--- src/rtl/clock_alarm.sv ---
// clock_alarm: time-of-day clock (hh:mm:ss, 24h internal) with a prescaler,
// per-field increment/decrement setting, 12/24h display mapping, an alarm
// with ring/acknowledge and a day-rollover pulse.
//
// Ports:
//   clk            in   system clock, rising edge
//   reset          in   asynchronous, active-low reset
//   select[2:0]    in   0=run, 1=set sec, 2=set min, 3=set hour,
//                       4=set alarm min, 5=set alarm hour, 6/7=run
//   increment      in   level; rising edge steps selected field +1
//   decrement      in   level; rising edge steps selected field -1
//   mode_12h       in   1 = 12-hour display on hour_out
//   alarm_en       in   alarm armed
//   alarm_ack      in   level; clears alarm_ring
//   sec_out[5:0]   out  seconds 0..59
//   min_out[5:0]   out  minutes 0..59
//   hour_out[4:0]  out  displayed hour (0..23, or 1..12 in 12h mode)
//   pm_out         out  internal hour >= 12
//   alarm_min_out  out  alarm minute 0..59
//   alarm_hour_out out  alarm hour 0..23
//   alarm_ring     out  alarm active
//   sec_tick       out  one-cycle pulse per seconds advance
//   day_pulse      out  one-cycle pulse on 23:59:59 -> 00:00:00
module clock_alarm #(
  parameter int TICKS_PER_SEC = 2,
  parameter int ALARM_LEN     = 60
) (
  input  logic       clk,
  input  logic       reset,
  input  logic [2:0] select,
  input  logic       increment,
  input  logic       decrement,
  input  logic       mode_12h,
  input  logic       alarm_en,
  input  logic       alarm_ack,
  output logic [5:0] sec_out,
  output logic [5:0] min_out,
  output logic [4:0] hour_out,
  output logic       pm_out,
  output logic [5:0] alarm_min_out,
  output logic [4:0] alarm_hour_out,
  output logic       alarm_ring,
  output logic       sec_tick,
  output logic       day_pulse
);

  localparam int PW = (TICKS_PER_SEC > 1) ? $clog2(TICKS_PER_SEC) : 1;
  localparam logic [PW-1:0] PRESC_MAX = PW'(TICKS_PER_SEC - 1);
  localparam int CW = $clog2(ALARM_LEN + 1);
  localparam logic [CW-1:0] RING_LAST = CW'(ALARM_LEN - 1);

  logic [PW-1:0] r_presc;
  logic [5:0]    r_sec;
  logic [5:0]    r_min;
  logic [4:0]    r_hour;
  logic [5:0]    r_alm_min;
  logic [4:0]    r_alm_hour;
  logic          r_inc_d;
  logic          r_dec_d;
  logic          r_ring;
  logic [CW-1:0] r_ring_cnt;
  logic          r_sec_tick;
  logic          r_day_pulse;

  logic          w_run;
  logic          w_adv;
  logic          w_inc_edge;
  logic          w_dec_edge;
  logic          w_up;
  logic          w_dn;
  logic          w_sec_wrap;
  logic          w_min_wrap;
  logic          w_hour_wrap;
  logic [5:0]    w_sec_nx;
  logic [5:0]    w_min_nx;
  logic [4:0]    w_hour_nx;
  logic          w_day;
  logic          w_match;
  logic [4:0]    w_hour_disp;

  // Wrapping +/-1 step without carry for 0..59 fields.
  function automatic logic [5:0] step60(input logic [5:0] v, input logic up, input logic dn);
    logic [5:0] r;
    r = v;
    if (up)      r = (v == 6'd59) ? 6'd0 : v + 6'd1;
    else if (dn) r = (v == 6'd0) ? 6'd59 : v - 6'd1;
    return r;
  endfunction

  // Wrapping +/-1 step without carry for 0..23 fields.
  function automatic logic [4:0] step24(input logic [4:0] v, input logic up, input logic dn);
    logic [4:0] r;
    r = v;
    if (up)      r = (v == 5'd23) ? 5'd0 : v + 5'd1;
    else if (dn) r = (v == 5'd0) ? 5'd23 : v - 5'd1;
    return r;
  endfunction

  // Time runs for select 0 and 4..7; 1..3 freeze time and prescaler.
  assign w_run = (select == 3'd0) || select[2];
  assign w_adv = w_run && (r_presc == PRESC_MAX);

  // Simultaneous rising edges on both buttons cancel out.
  assign w_inc_edge = increment & ~r_inc_d;
  assign w_dec_edge = decrement & ~r_dec_d;
  assign w_up       = w_inc_edge & ~w_dec_edge;
  assign w_dn       = w_dec_edge & ~w_inc_edge;

  assign w_sec_wrap  = (r_sec == 6'd59);
  assign w_min_wrap  = (r_min == 6'd59);
  assign w_hour_wrap = (r_hour == 5'd23);

  // Time value after a seconds advance, with carries.
  assign w_sec_nx  = w_sec_wrap ? 6'd0 : r_sec + 6'd1;
  assign w_min_nx  = w_sec_wrap ? (w_min_wrap ? 6'd0 : r_min + 6'd1) : r_min;
  assign w_hour_nx = (w_sec_wrap && w_min_wrap) ? (w_hour_wrap ? 5'd0 : r_hour + 5'd1) : r_hour;

  assign w_day = w_adv && w_sec_wrap && w_min_wrap && w_hour_wrap;

  // Only a real seconds advance onto hh:mm:00 can match, so manual edits
  // that land on the alarm time never ring.
  assign w_match = w_adv && alarm_en && w_sec_wrap &&
                   (w_min_nx == r_alm_min) && (w_hour_nx == r_alm_hour);

  always_ff @(posedge clk or negedge reset) begin
    if (!reset) begin
      r_presc <= '0;
      r_sec   <= '0;
      r_min   <= '0;
      r_hour  <= '0;
    end else if (w_adv) begin
      r_presc <= '0;
      r_sec   <= w_sec_nx;
      r_min   <= w_min_nx;
      r_hour  <= w_hour_nx;
    end else if (w_run) begin
      r_presc <= r_presc + 1'b1;
    end else begin
      case (select)
        3'd1:    r_sec  <= step60(r_sec, w_up, w_dn);
        3'd2:    r_min  <= step60(r_min, w_up, w_dn);
        3'd3:    r_hour <= step24(r_hour, w_up, w_dn);
        default: ;
      endcase
      // An edit restarts the current second from zero.
      if (w_up || w_dn) r_presc <= '0;
    end
  end

  always_ff @(posedge clk or negedge reset) begin
    if (!reset) begin
      r_alm_min  <= '0;
      r_alm_hour <= '0;
    end else begin
      if (select == 3'd4) r_alm_min  <= step60(r_alm_min, w_up, w_dn);
      if (select == 3'd5) r_alm_hour <= step24(r_alm_hour, w_up, w_dn);
    end
  end

  always_ff @(posedge clk or negedge reset) begin
    if (!reset) begin
      r_inc_d     <= 1'b0;
      r_dec_d     <= 1'b0;
      r_sec_tick  <= 1'b0;
      r_day_pulse <= 1'b0;
    end else begin
      r_inc_d     <= increment;
      r_dec_d     <= decrement;
      r_sec_tick  <= w_adv;
      r_day_pulse <= w_day;
    end
  end

  // Ring lasts ALARM_LEN seconds advances counted from the match edge;
  // ack/disarm win over a simultaneous match.
  always_ff @(posedge clk or negedge reset) begin
    if (!reset) begin
      r_ring     <= 1'b0;
      r_ring_cnt <= '0;
    end else if (!alarm_en || alarm_ack) begin
      r_ring     <= 1'b0;
      r_ring_cnt <= '0;
    end else if (w_match) begin
      r_ring     <= 1'b1;
      r_ring_cnt <= '0;
    end else if (r_ring && w_adv) begin
      if (r_ring_cnt == RING_LAST) r_ring <= 1'b0;
      else                         r_ring_cnt <= r_ring_cnt + 1'b1;
    end
  end

  always_comb begin
    w_hour_disp = r_hour;
    if (mode_12h) begin
      if (r_hour == 5'd0)       w_hour_disp = 5'd12;
      else if (r_hour > 5'd12)  w_hour_disp = r_hour - 5'd12;
    end
  end

  assign sec_out        = r_sec;
  assign min_out        = r_min;
  assign hour_out       = w_hour_disp;
  assign pm_out         = (r_hour >= 5'd12);
  assign alarm_min_out  = r_alm_min;
  assign alarm_hour_out = r_alm_hour;
  assign alarm_ring     = r_ring;
  assign sec_tick       = r_sec_tick;
  assign day_pulse      = r_day_pulse;

endmodule

--- config.mk ---
export PLATFORM = sky130hd
export DESIGN_NAME = clock_alarm
export DESIGN_NICKNAME = d
export VERILOG_FILES = /design/src/rtl/clock_alarm.sv
export SDC_FILE = /design/constraint.sdc
export NUM_CORES = 1
export LEC_CHECK = 0
export ABC_AREA = 1
export CORE_MARGIN = 1
export CORE_UTILIZATION = 57
export DETAILED_ROUTE_END_ITERATION = 8
export PLACE_DENSITY = 0.81
export SLEW_MARGIN = 20
export SYNTH_ARGS = -nofsm -noshare
export SYNTH_HDL_FRONTEND = slang
export SYNTH_SLANG_ARGS = --single-unit
export TNS_END_PERCENT = 50
--- constraint.sdc ---
create_clock -name clk -period 2.3 [get_ports clk]
set_input_delay 0.575 -clock clk [delete_from_list [all_inputs] [get_ports clk]]
set_output_delay 0.575 -clock clk [all_outputs]
set_load 0.01 [all_outputs]
==> impl_metrics.yaml, run 1 <==
placed_design:
  dpl-instance-area_um2: 4250
  port_buffers: 41
  place_inst: 662
  gp_congestion: 0.930
  place_ws_ns: -0.332
  dp.final_hpwl_um: 7200
run_status:
  outcome: "finished clean"
global_routing:
  overflow: 0
  grt_pass1_wl_um: 16100
  grt_usage_pct: 31.7
  grt_pass1_vias: 3602
  grt_max_degree: 24
  grt_antenna_before_repair: 0
drt:
  dr.pass1.iters: 5
  ant_nets: 0
  wl_per_cell_um: 14.3
  drcViolationCount: 0
  viasPerCell: 5.71
  drt_iter0_markers: 204
  wl_um: 9710
  vias: 3874
clock_network:
  clock-sinks: 40
  cts_root_buf: "clkbuf_8"
  cts_tree: "built"
  clk_path_buf_depth: 2
  clk_pin_slew_ns: 0.10
  cts_max_level: 2
  clock_latency_ns: 0.30
  numCtsBuffers: 5
logic_synthesis:
  ys_seq_elements: 40
  ys_seq_area_share_pct: 28.8
  synth_edf_count: 0
  ys_warn_count: 0
  synth_cells: 511
  async_flop_share_pct: 100
  ys_types: 38
  synthFlopType: "dfrtp_1"
  synth_top_area_share_pct: 28.8
  syn_avg_cell_area_um2: 6.80
  syn_area_um2: 3470
  synth_nets: 541
  yosys.area.top_type: "dfrtp_1"
  yosys-top-cells-area: "dfrtp_1, nand2_1, nand3_1, ha_1, inv_1"
cells_and_area:
  final_cell_count_no_fill: 678
  diodes: 0
  design_area_um2: 4480
  syn2layout_area_growth_pct: 29.0
  utilization_pct: 76.2
  fin_nets: 632
  drive_above_1_share_pct: 17.7
floorplanning:
  die_y_um: 80.1
  fp.coreArea_um2: 5890
  io_pins: 42
  fp.dieW_um: 80.1
  num_rows: 28
  die-area_um2: 6410
  initial_utilization_pct: 59.0
worst_setup_path:
  required_ns: 1.73
  path_max_fanout: 4
  critical_path_arrival_ns: 1.72
  worstSetupEndpointType: "primary output"
  path_class: "reg -> out"
  cp-start-kind: "flip-flop"
power:
  pwr-share-comb_pct: 63.7
  cellPowerDensity_nw_per_um2: 1190
  sw_frac_of_total_pct: 48.2
  internal_power_mw: 2.77
  p_sw_mw: 2.57
  p_total_mw: 5.34
  p_clk_share_pct: 11.6
  p_seq_share_pct: 24.7
  ir_drop_v: 0.000695
  p_leak_nw: 2.16
flow_run:
  cap_violations: 0
timing:
  whs_ns: 0.216
  period_share_pct: 99.8
  rsz0062_at_grt: "true"
  period_minus_slack_ns: 2.30
  slew_violations: 0
  finalSetupTns_ns: 0
  finClkSkew_ns: 0.0164
  relSlewSlack_pct: 65.8
  setup_slack_ns: 0.00499
  fmax_mhz: 436
  setup_viol: 0
  tightest_slew_ns: 0.509
  hold_violations: 0
min_path:
  hold_class: "in -> async"
[flip-flops by register name (all words and copies together), names as in the netlist]
| signal | flops |
|---|---|
| alarm_min_out | 6 |
| r_dec_d | 1 |
| alarm_hour_out | 5 |
| sec_out | 6 |
| day_pulse | 1 |
| min_out | 6 |
| r_inc_d | 1 |
| sec_tick | 1 |
| r_ring_cnt | 6 |
| alarm_ring | 1 |
| r_presc | 1 |
| r_hour | 5 |
[worst max-delay path: stages, from the launching register on]
cell and delay (ns):
dfrtp_1 0.44, ha_2 0.21, inv_1 0.04, nor2_2 0.14
nand2_2 0.09, nand3_2 0.09, inv_1 0.07, o211ai_1 0.18
buf_2 0.16
[Yosys cell counts, types with 11 or more instances]
| cell | instances |
|---|---|
| inv_1 | 63 |
| nor2_1 | 53 |
| a21oi_1 | 16 |
| nand4_1 | 11 |
| dfrtp_1 | 40 |
| nand2_1 | 109 |
| ha_1 | 20 |
| nand3_1 | 59 |
| o21ai_0 | 43 |
| xor2_1 | 18 |
[cell type report]
| class | instances | area [µm²] |
|---|---|---|
| well taps | 75 | 93.8 |
| repair buffers | 95 | 815 |
| clock inverters | 3 | 47.5 |
| fillers | 477 | 1400 |
| multi-input cells | 390 | 2190 |
| flip-flops and latches | 40 | 1000 |
| clock buffers | 5 | 68.8 |
| inverters | 70 | 265 |
[cells by family after synthesis]
group	Yosys count	synth area share (%)
compound gates	89	14.7
xor+xnor	25	6.30
fa+ha+maj	20	7.20
buf+inv	81	9.90
flops	40	28.8
mux	1	0.324
simple gates	255	32.7
[path summary, 6_finish.rpt]
| check | from | depth (start not counted) | endpoint | slack [ns] |
|---|---|---|---|---|
| max | r_hour[3] | 8 | hour_out[3] | 0.005 |
| min | reset | 1 | min_out[0] | 0.22 |
| max reg2reg | min_out[0] | 13 | r_ring_cnt[0] | 0.18 |
| min reg2reg | alarm_ring | 2 | alarm_ring | 0.56 |
| max in group asynchronous | reset | 2 | r_ring_cnt[1] | 1.60 |
| min in group clk | alarm_ring | 2 | alarm_ring | 0.56 |
[cell usage in the layout, fill, tap and decap left out, types with 3 or more instances in the layout]
master,count
clkdlybuf4s50_1,33
nand4_1,11
nand2_1,108
a31oi_1,7
clkbuf_2,3
ha_1,15
o211ai_1,6
nand3_1,57
o22ai_1,4
nor3_1,3
nor2_1,51
inv_1,61
a32oi_1,3
dfrtp_1,39
buf_2,3
inv_2,7
xor2_1,18
clkbuf_8,5
buf_4,50
nor2_2,4
ha_2,3
xnor2_1,7
o21ai_1,4
o21ai_0,41
a21oi_1,16
nand2_2,8
buf_6,3
nand3_2,4
nor2_4,3
[power groups by stage]
| stage | Sequential, mW | Combinational (mW) | Clock [mW] |
|---|---|---|---|
| final | 1.32 | 3.40 | 0.619 |
| after global routing | 1.36 | 3.77 | 0.657 |
| after CTS | 1.30 | 3.28 | 0.627 |
| after detailed placement | 1.31 | 3.27 | 0 |
| after global placement | 1.31 | 3.18 | 0 |
| after floorplan | 1.33 | 1.98 | 0 |
[layer usage]
metal / track usage (%) / wire length [µm]
met5: 0 / 0
met4: 11.1 / 182
met3: 5.91 / 621
met2: 55.0 / 4890
met1: 39.2 / 4010
[timing repair]
action / in CTS / in global routing
resized for setup: 10 / 32
setup buffers: 3 / 5
hold buffers: 0 / 0
pin swaps: 0 / 3
endpoints found under the setup margin: 6 / 32
gates cloned: 0 / 0
(Power assumes the default switching activity.)
==> run 2, diff against run 1 <==
CORE_UTILIZATION = 61   (was 57)
PLACE_DENSITY = 0.86   (was 0.81)
SLEW_MARGIN = default   (was 20)
clock period = 2.7 ns   (was 2.3 ns; I/O delays follow)
==> run 2 against run 1 <==
  * The flow now finishes with violations (design-rule violations)
  * Worst hold slack better by 0.092 ns
  * First-iteration DRC count up 40%
  * Sequential power decreased by 11%
  * Clock power is 15% lower
  * Via count decreased by 4.8%
  * Wire length shrank 3.4%
  * Critical path depth increased by 1
  * Critical endpoint unchanged
  * Largest power group unchanged
==> impl_metrics.yaml, run 2 (synthesis gave the netlist of run 1 again) <==
drt:
  dr.pass1.iters: 7
  vias: 3689
  drt_iter0_markers: 286
  wl_um: 9380
  viasPerCell: 5.76
  wl_per_cell_um: 14.6
  drcViolationCount: 2
  ant_nets: 0
timing:
  slew_violations: 0
  period_minus_slack_ns: 2.50
  setup_viol: 0
  hold_violations: 0
  finClkSkew_ns: 0.0124
  setup_slack_ns: 0.199
  period_share_pct: 92.6
  whs_ns: 0.308
  finalSetupTns_ns: 0
  tightest_slew_ns: 0.458
  relSlewSlack_pct: 69.2
  fmax_mhz: 400
  rsz0062_at_grt: "false"
placed_design:
  place_inst: 630
  dpl-instance-area_um2: 4020
  place_ws_ns: -0.0788
  gp_congestion: 0.910
  port_buffers: 41
  dp.final_hpwl_um: 6960
clock_network:
  numCtsBuffers: 5
  clock-sinks: 40
  clock_latency_ns: 0.31
  clk_pin_slew_ns: 0.09
  cts_tree: "built"
  cts_root_buf: "clkbuf_8"
  cts_hold_buffers: 0
  cts_max_level: 2
  clk_path_buf_depth: 2
cells_and_area:
  seq_area_um2: 1000
  final_cell_count_no_fill: 641
  design_area_um2: 4170
  multi_input_area_um2: 2130
  layout_common_cells: "nand2_1, inv_1, nand3_1"
  utilization_pct: 75.7
  drive_above_1_share_pct: 10.2
  fin_nets: 598
  syn2layout_area_growth_pct: 19.9
  layout_commonest_cell: "nand2_1"
  fill_cells: 445
  diodes: 0
power:
  p_clk_share_pct: 12.1
  pwr-share-comb_pct: 61.0
  p_total_mw: 4.37
  p_leak_nw: 2.00
  ir_drop_v: 0.000541
  internal_power_mw: 2.24
  p_sw_mw: 2.13
  sw_frac_of_total_pct: 48.7
  p_seq_share_pct: 26.9
  cellPowerDensity_nw_per_um2: 1050
run_status:
  outcome: "finished with violations"
  violations: "design-rule violations"
worst_setup_path:
  path_max_fanout: 5
  path_buf_inv: 3
  path_class: "reg -> out"
  worstSetupEndpointType: "primary output"
  slowest_stage: "dfrtp_2"
  path_cells: "ha_2, inv_1, nor2_1, nand2_1, nand3_1, inv_1, nand2_1, o211ai_1, dlygate4sd2_1"
  max_stage_delay_ns: 0.43
  critical_path_arrival_ns: 1.83
  critPathTopFamily: "flip-flops"
  cp-start-kind: "flip-flop"
  required_ns: 2.03
floorplanning:
  die-area_um2: 6000
  fp.dieW_um: 77.5
  fp.coreArea_um2: 5510
  initial_utilization_pct: 63.1
  io_pins: 42
  die_y_um: 77.5
  num_rows: 27
global_routing:
  overflow: 0
  grt_usage_pct: 33.4
  grt_pass1_wl_um: 16100
  grt_pass1_vias: 3565
  grt_max_degree: 23
  grt_antenna_before_repair: 0
flow_run:
  cap_violations: 0
min_path:
  hold_class: "in -> async"
run 2: cell count changes in the layout (fill, tap and decap cells not counted), moves of 3 or more:
cell and delta:
buf_4 -30, buf_6 -3, clkbuf_2 -3, dlygate4sd2_1 +3
ha_1 +3
run 2: path summary, 6_finish.rpt:
| check | endpoint | startpoint | slack [ns] | cells past startpoint |
|---|---|---|---|---|
| setup / recovery | hour_out[3] | r_hour[3] | 0.20 | 9 |
| hold / removal | min_out[3] | reset | 0.31 | 1 |
| setup reg to reg | r_ring_cnt[0] | sec_out[1] | 0.28 | 14 |
| hold reg to reg | alarm_ring | alarm_ring | 0.58 | 2 |
| max in group asynchronous | min_out[5] | reset | 1.75 | 2 |
| min in group clk | alarm_ring | alarm_ring | 0.58 | 2 |
run 2: routing by layer:
metal	track usage [%]	up-vias	routed length (µm)
li1	-	1815	-
met1	41.8	1682	3920
met2	56.9	161	4630
met3	4.59	31	555
met4	15.1	0	271
met5	0	-	0
run 2: repair_timing:
action,CTS,global route
gates resized for setup,6,5
pin swaps,1,2
setup endpoints to repair,5,3
buffers inserted,3,0
run 2: worst reg2reg max path, stage by stage, from the launching register on:
cell     delay [ns]
dfrtp_1        0.42
ha_1           0.26
nand3_2        0.12
nor2_4         0.35
inv_2          0.18
nand2_1        0.12
nand2_1        0.08
nand2_1        0.06
nand2_1        0.07
nor2_1         0.13
nand2_1        0.09
nor2_1         0.13
nand3_2        0.11
nand2_2        0.14
nor2_1         0.06
run 2: cell type report:
type	count	area share, %
clock buffer	5	1.65
clock inverter	3	1.11
multi-input combinational	390	51.2
inverter	70	6.36
timing repair buffer	61	13.4
sequential	40	24.1
tap	72	2.16
run 2: power groups by stage:
stage                     clock network, mW  logic [mW]  registers, mW
after global routing                  0.555        2.97           1.21
after floorplan                           0        1.69           1.13
after CTS                             0.528        2.64           1.16
after global placement                    0        2.51           1.17
final                                 0.527        2.67           1.17
after detailed placement                  0        2.59           1.18
==> RTL change 1 (settings of run 1) <==
`TICKS_PER_SEC`: 2 -> 1.
--- a/src/rtl/clock_alarm.sv
+++ b/src/rtl/clock_alarm.sv
@@ -24,3 +24,3 @@
 module clock_alarm #(
-  parameter int TICKS_PER_SEC = 2,
+  parameter int TICKS_PER_SEC = 1,
   parameter int ALARM_LEN     = 60
Behaviour: not the same (Yosys sat finds a counterexample within 4 cycles, from zero or initial values and one cycle with reset low).
==> RTL change 1 against run 1 <==
Worst setup slack worse by 34 ps. Routed wire length decreased by 2.4%. Cell area down 1.0%. Critical path depth unchanged. Sequential cell count is 1 lower. The run now ends with setup timing left. Area after synthesis decreased by 0.40%. Clock power shrank 13%. Largest cell class unchanged. Highest routed layer unchanged. First-iteration DRC count grew 54%. Power is 11% lower.
==> RTL change 1: results (changes against run 1) <==
Finish
  • Share of cells above drive strength 1: 20.1% (was 17.7%)
  • Nets: 617 (was 632)
  • Fillers: 445 (was 477)

Pwr
  • Pleak: 2.11 nW (was 2.16 nW)
  • VDD IR max: 0.634 mV (was 0.695 mV)

Synthesis
  • Post-Synth Adder-Cell Area: 7.23% (was 7.20%)
  • Top FF cell, synth: dfrtp_1 (unchanged)
  • Synth area leaders: dfrtp_1 28%, nand2_1 11%, ha_1 7.2% (was dfrtp_1 29%, nand2_1 12%, nand3_1 8.5%)
  • Post-synthesis mux area share: 0% (was 0.324%)
  • Syn nets: 527 (was 541)
  • Synth Area in Compound Gates: 15.5% (was 14.7%)
  • Synth unique cells: 46 (was 38)
  • Xor and xnor fraction of the mapped netlist area: 5.06% (was 6.30%)
  • Top post-synthesis cells by count: 106 x nand2_1, 65 x inv_1, 48 x nand3_1 (was 109 x nand2_1, 63 x inv_1, 59 x nand3_1)
  • Sequential fraction of the synthesis area: 28.2% (was 28.8%)

Drt
  • Met3 WL: 709 um (was 621 um)
  • DRT met1 WL: 3930 um (was 4010 um)
  • Met2 Wirelength: 4700 um (was 4890 um)
  • Vias per Instance: 5.75 (was 5.71)
  • DR pass1 iterations: 6 (was 5)
  • Max layer used: met4 (unchanged)
  • DRT Wirelength: 9480 um (was 9710 um)
  • DRT iter0 DRCs: 314 (was 204)

Clocking
  • Reg clk slew, reported paths: 80 ps (was 100 ps)
  • Clock latency on the worst-skew pair: about 310 ps
  • CTS Sinks: 39 (was 40)

STA
  • Final Worst Setup Slack: -28.7 ps (was 4.99 ps)
  • Final setup skew: 7.66 ps (was 16.4 ps)
  • Min Hold Slack: 225 ps (was 216 ps)
  • Final setup vio count: 1 (was 0)
  • Worst Tran Pin Value: 452 ps (was 509 ps)

Global routing
  • Largest net degree at the start of global routing: 40 (was 24)
  • Met3 Usage GRT: 5.37% (was 5.91%)
  • Met2 Track Usage GR: 50.6% (was 55.0%)
  • Met1 Usage GRT: 39.4% (was 39.2%)
  • Antenna violations before repair: 0 (unchanged)
  • Global-route wire length before repair: 15000 um (was 16100 um)
  • GR Util All Layers: 30.3% (was 31.7%)
  • Number of global-route vias before repair: 3313 (was 3602)

Setup path
  • R2R setup slack: 160 ps (was 180 ps)
  • Worst-path maximum fanout: 4 (unchanged)
  • Critical Path End: hour_out[3] (unchanged)
  • WP data arrival: 1750 ps (was 1720 ps)
  • Reg2reg end: r_ring_cnt[4] (was r_ring_cnt[0])
  • Slowest cell on the critical path: dfrtp_1 (unchanged)
  • R2R cell count: 13 (unchanged)

Placed design
  • Pre-CTS WS: -306 ps (was -332 ps)
  • GPL Wtd Cong: 0.969 (was 0.930)
  • DP HPWL: 6990 um (was 7200 um)
  • IO buf count: 41 (unchanged)

Status
  • Failing checks: setup timing
  • Status: finished with violations (was completed)
-- RTL change 1: cell types whose count changed in the layout (fill, tap and decap cells not counted), moves of 3 or more --
cell	before	now
o21ai_0	41	31
nand2_4	0	4
a21oi_1	16	19
buf_6	3	0
nor2_2	4	13
nand3_1	57	47
nand2_1	108	104
nand4_1	11	14
nor2_1	51	38
xor2_1	18	14
a31oi_1	7	11
-- RTL change 1: cell type report --
| cell class | instances | area share [%] |
|---|---|---|
| clock buffer | 8 | 2.26 |
| tap | 75 | 2.12 |
| multi-input combinational | 377 | 49.5 |
| timing repair buffer | 93 | 17.9 |
| sequential | 39 | 22.0 |
| inverter | 71 | 6.18 |
-- RTL change 1: metrics by stage --
stage	util [%]	cell area (um2)	total power [mW]	cells	TNS, ps
final	75.4	4440	4.73	663	-28.7
after global routing	75.4	4440	5.11	663	-235
after CTS	74.0	4360	4.61	657	-185
after detailed placement	72.3	4250	4.06	648	-4350
after global placement	72.3	4250	4.00	648	-1800
after floorplan	-	3460	2.98	497	0
-- RTL change 1: logic make-up (layout without fill, tap and decap cells) --
family,Yosys count,after routing
and+or+nand+nor,247,247
AOI/OAI and AO/OA,90,90
buffers and inverters,81,172
DFF,39,39
adders and majority gates,20,20
xor gates and xnor gates,20,20
-- RTL change 1: report_power, final --
group | total (mW) | switching (mW) | internal, mW
Sequential | 1.29 | 0.386 | 0.900
Clock | 0.540 | 0.266 | 0.274
Combinational | 2.91 | 1.60 | 1.30
Total | 4.73 | 2.26 | 2.48
-- RTL change 1: repair_timing --
| action | 4_1_cts | 5_1_grt |
|---|---|---|
| pin swaps | 0 | 5 |
| endpoints found under the setup margin | 6 | 16 |
| gates resized for setup | 14 | 26 |
| setup buffers | 1 | 6 |
==> RTL change 2 (flow settings as in run 1) <==
Without the edit above. Register the output `alarm_ring` once more, with the module's reset; this adds one clock of latency there. The other outputs are not delayed to match.
--- a/src/rtl/clock_alarm.sv
+++ b/src/rtl/clock_alarm.sv
@@ -205,3 +205,9 @@
   assign alarm_hour_out = r_alm_hour;
-  assign alarm_ring     = r_ring;
+  always_ff @(posedge clk or negedge reset) begin
+    if (!reset) begin
+      alarm_ring <= '0;
+    end else begin
+      alarm_ring <= r_ring;
+    end
+  end
   assign sec_tick       = r_sec_tick;
Formal check against the unedited RTL: not equivalent (Yosys sat finds a counterexample within 4 cycles, from zero or initial values and one cycle with reset low).
==> RTL change 2 against run 1 <==
Worst setup slack improved by 17 ps. Routed wire length increased by 6.5%. Sequential cell count increased by 1. Largest cell class unchanged. Count of clock-buffer cells in the layout unchanged. Clock skew decreased by 3.3 ps. Area after synthesis increased by 0.72%. Core utilization increased by 2.8 points. First-iteration DRC count increased by 49%. Non-clock buffer count increased by 14. Die area increased by 0.70%. Cell area increased by 4.2%. Synthesized cell count increased by 0.20%. Power increased by 5.3%.
==> RTL change 2: results (changes against run 1) <==
Status
  • Status: completed (unchanged)

Global routing
  • Number of global-route vias before repair: 3730 (was 3602)
  • Met1 Usage GRT: 38.0% (was 39.2%)
  • Largest net degree at the start of global routing: 25 (was 24)
  • Met3 Usage GRT: 5.68% (was 5.91%)
  • Met2 Track Usage GR: 57.8% (was 55.0%)

STA
  • Post-layout min period: 2280 ps (was 2300 ps)
  • Rel. slew slack: 67.9% (was 65.8%)
  • Min Hold Slack: 210 ps (was 216 ps)

Drt
  • Via Count: 3977 (was 3874)
  • DRT Wirelength: 10300 um (was 9710 um)
  • Met2 Wirelength: 5300 um (was 4890 um)
  • Met3 WL: 687 um (was 621 um)
  • DRT iter0 DRCs: 303 (was 204)

Synthesis
  • Synth area leaders: dfrtp_1 29%, nand2_1 12%, nand3_1 8.4% (was dfrtp_1 29%, nand2_1 12%, nand3_1 8.5%)
  • Sequential fraction of the synthesis area: 29.3% (was 28.8%)

Placed design
  • DP HPWL: 7370 um (was 7200 um)
  • Pre-CTS WS: -308 ps (was -332 ps)
  • Post-place instance area: 4330 um2 (was 4250 um2)
  • GPL Wtd Cong: 0.967 (was 0.930)
  • Placed Cells: 670 (was 662)

Pwr
  • VDD IR max: 0.800 mV (was 0.695 mV)
  • Pleak: 2.26 nW (was 2.16 nW)

Setup path
  • R2R Path Start: sec_out[0] (was min_out[0])
  • Worst-path maximum fanout: 3 (was 4)
  • R2R setup slack: 110 ps (was 180 ps)
  • WP data arrival: 1700 ps (was 1720 ps)
  • Critical path launch point: r_hour[2] (was r_hour[3])
  • Top Family by Delay on Critical Path: buffers and inverters (was flip-flops)

Finish
  • Share of cells above drive strength 1: 21.4% (was 17.7%)
  • Nets: 647 (was 632)
  • Fillers: 418 (was 477)

Clocking
  • Postcts setup bufs: 8 (was 3)
  • Post-CTS sizing: 28 (was 10)
[RTL change 2: changes by cell type after synthesis]
cell,change
dfrtp_1,+1
[RTL change 2: cells by family after synthesis]
logic type | after synthesis | synth area share (%)
and+or+nand+nor | 255 | 32.5
AOI/OAI and AO/OA | 89 | 14.6
buffers and inverters | 81 | 9.83
DFF | 41 | 29.3
xor gates and xnor gates | 25 | 6.26
adders and majority gates | 20 | 7.15
muxes | 1 | 0.322
[RTL change 2: report_power, final]
part | internal, mW | leakage (nW) | switching, mW
clock | 0.432 | 0.0681 | 0.275
sequential | 0.958 | 0.503 | 0.378
combinational | 1.60 | 1.69 | 1.98
[RTL change 2: final cells by class]
type,count,area (um2),area share [%]
multi-input cells,390,2230,47.8
flip-flops and latches,41,1030,22.0
repair buffers,109,916,19.6
inverters,70,267,5.70
well taps,75,93.8,2.01
clock buffers,5,68.8,1.47
clock inverters,3,65.1,1.39
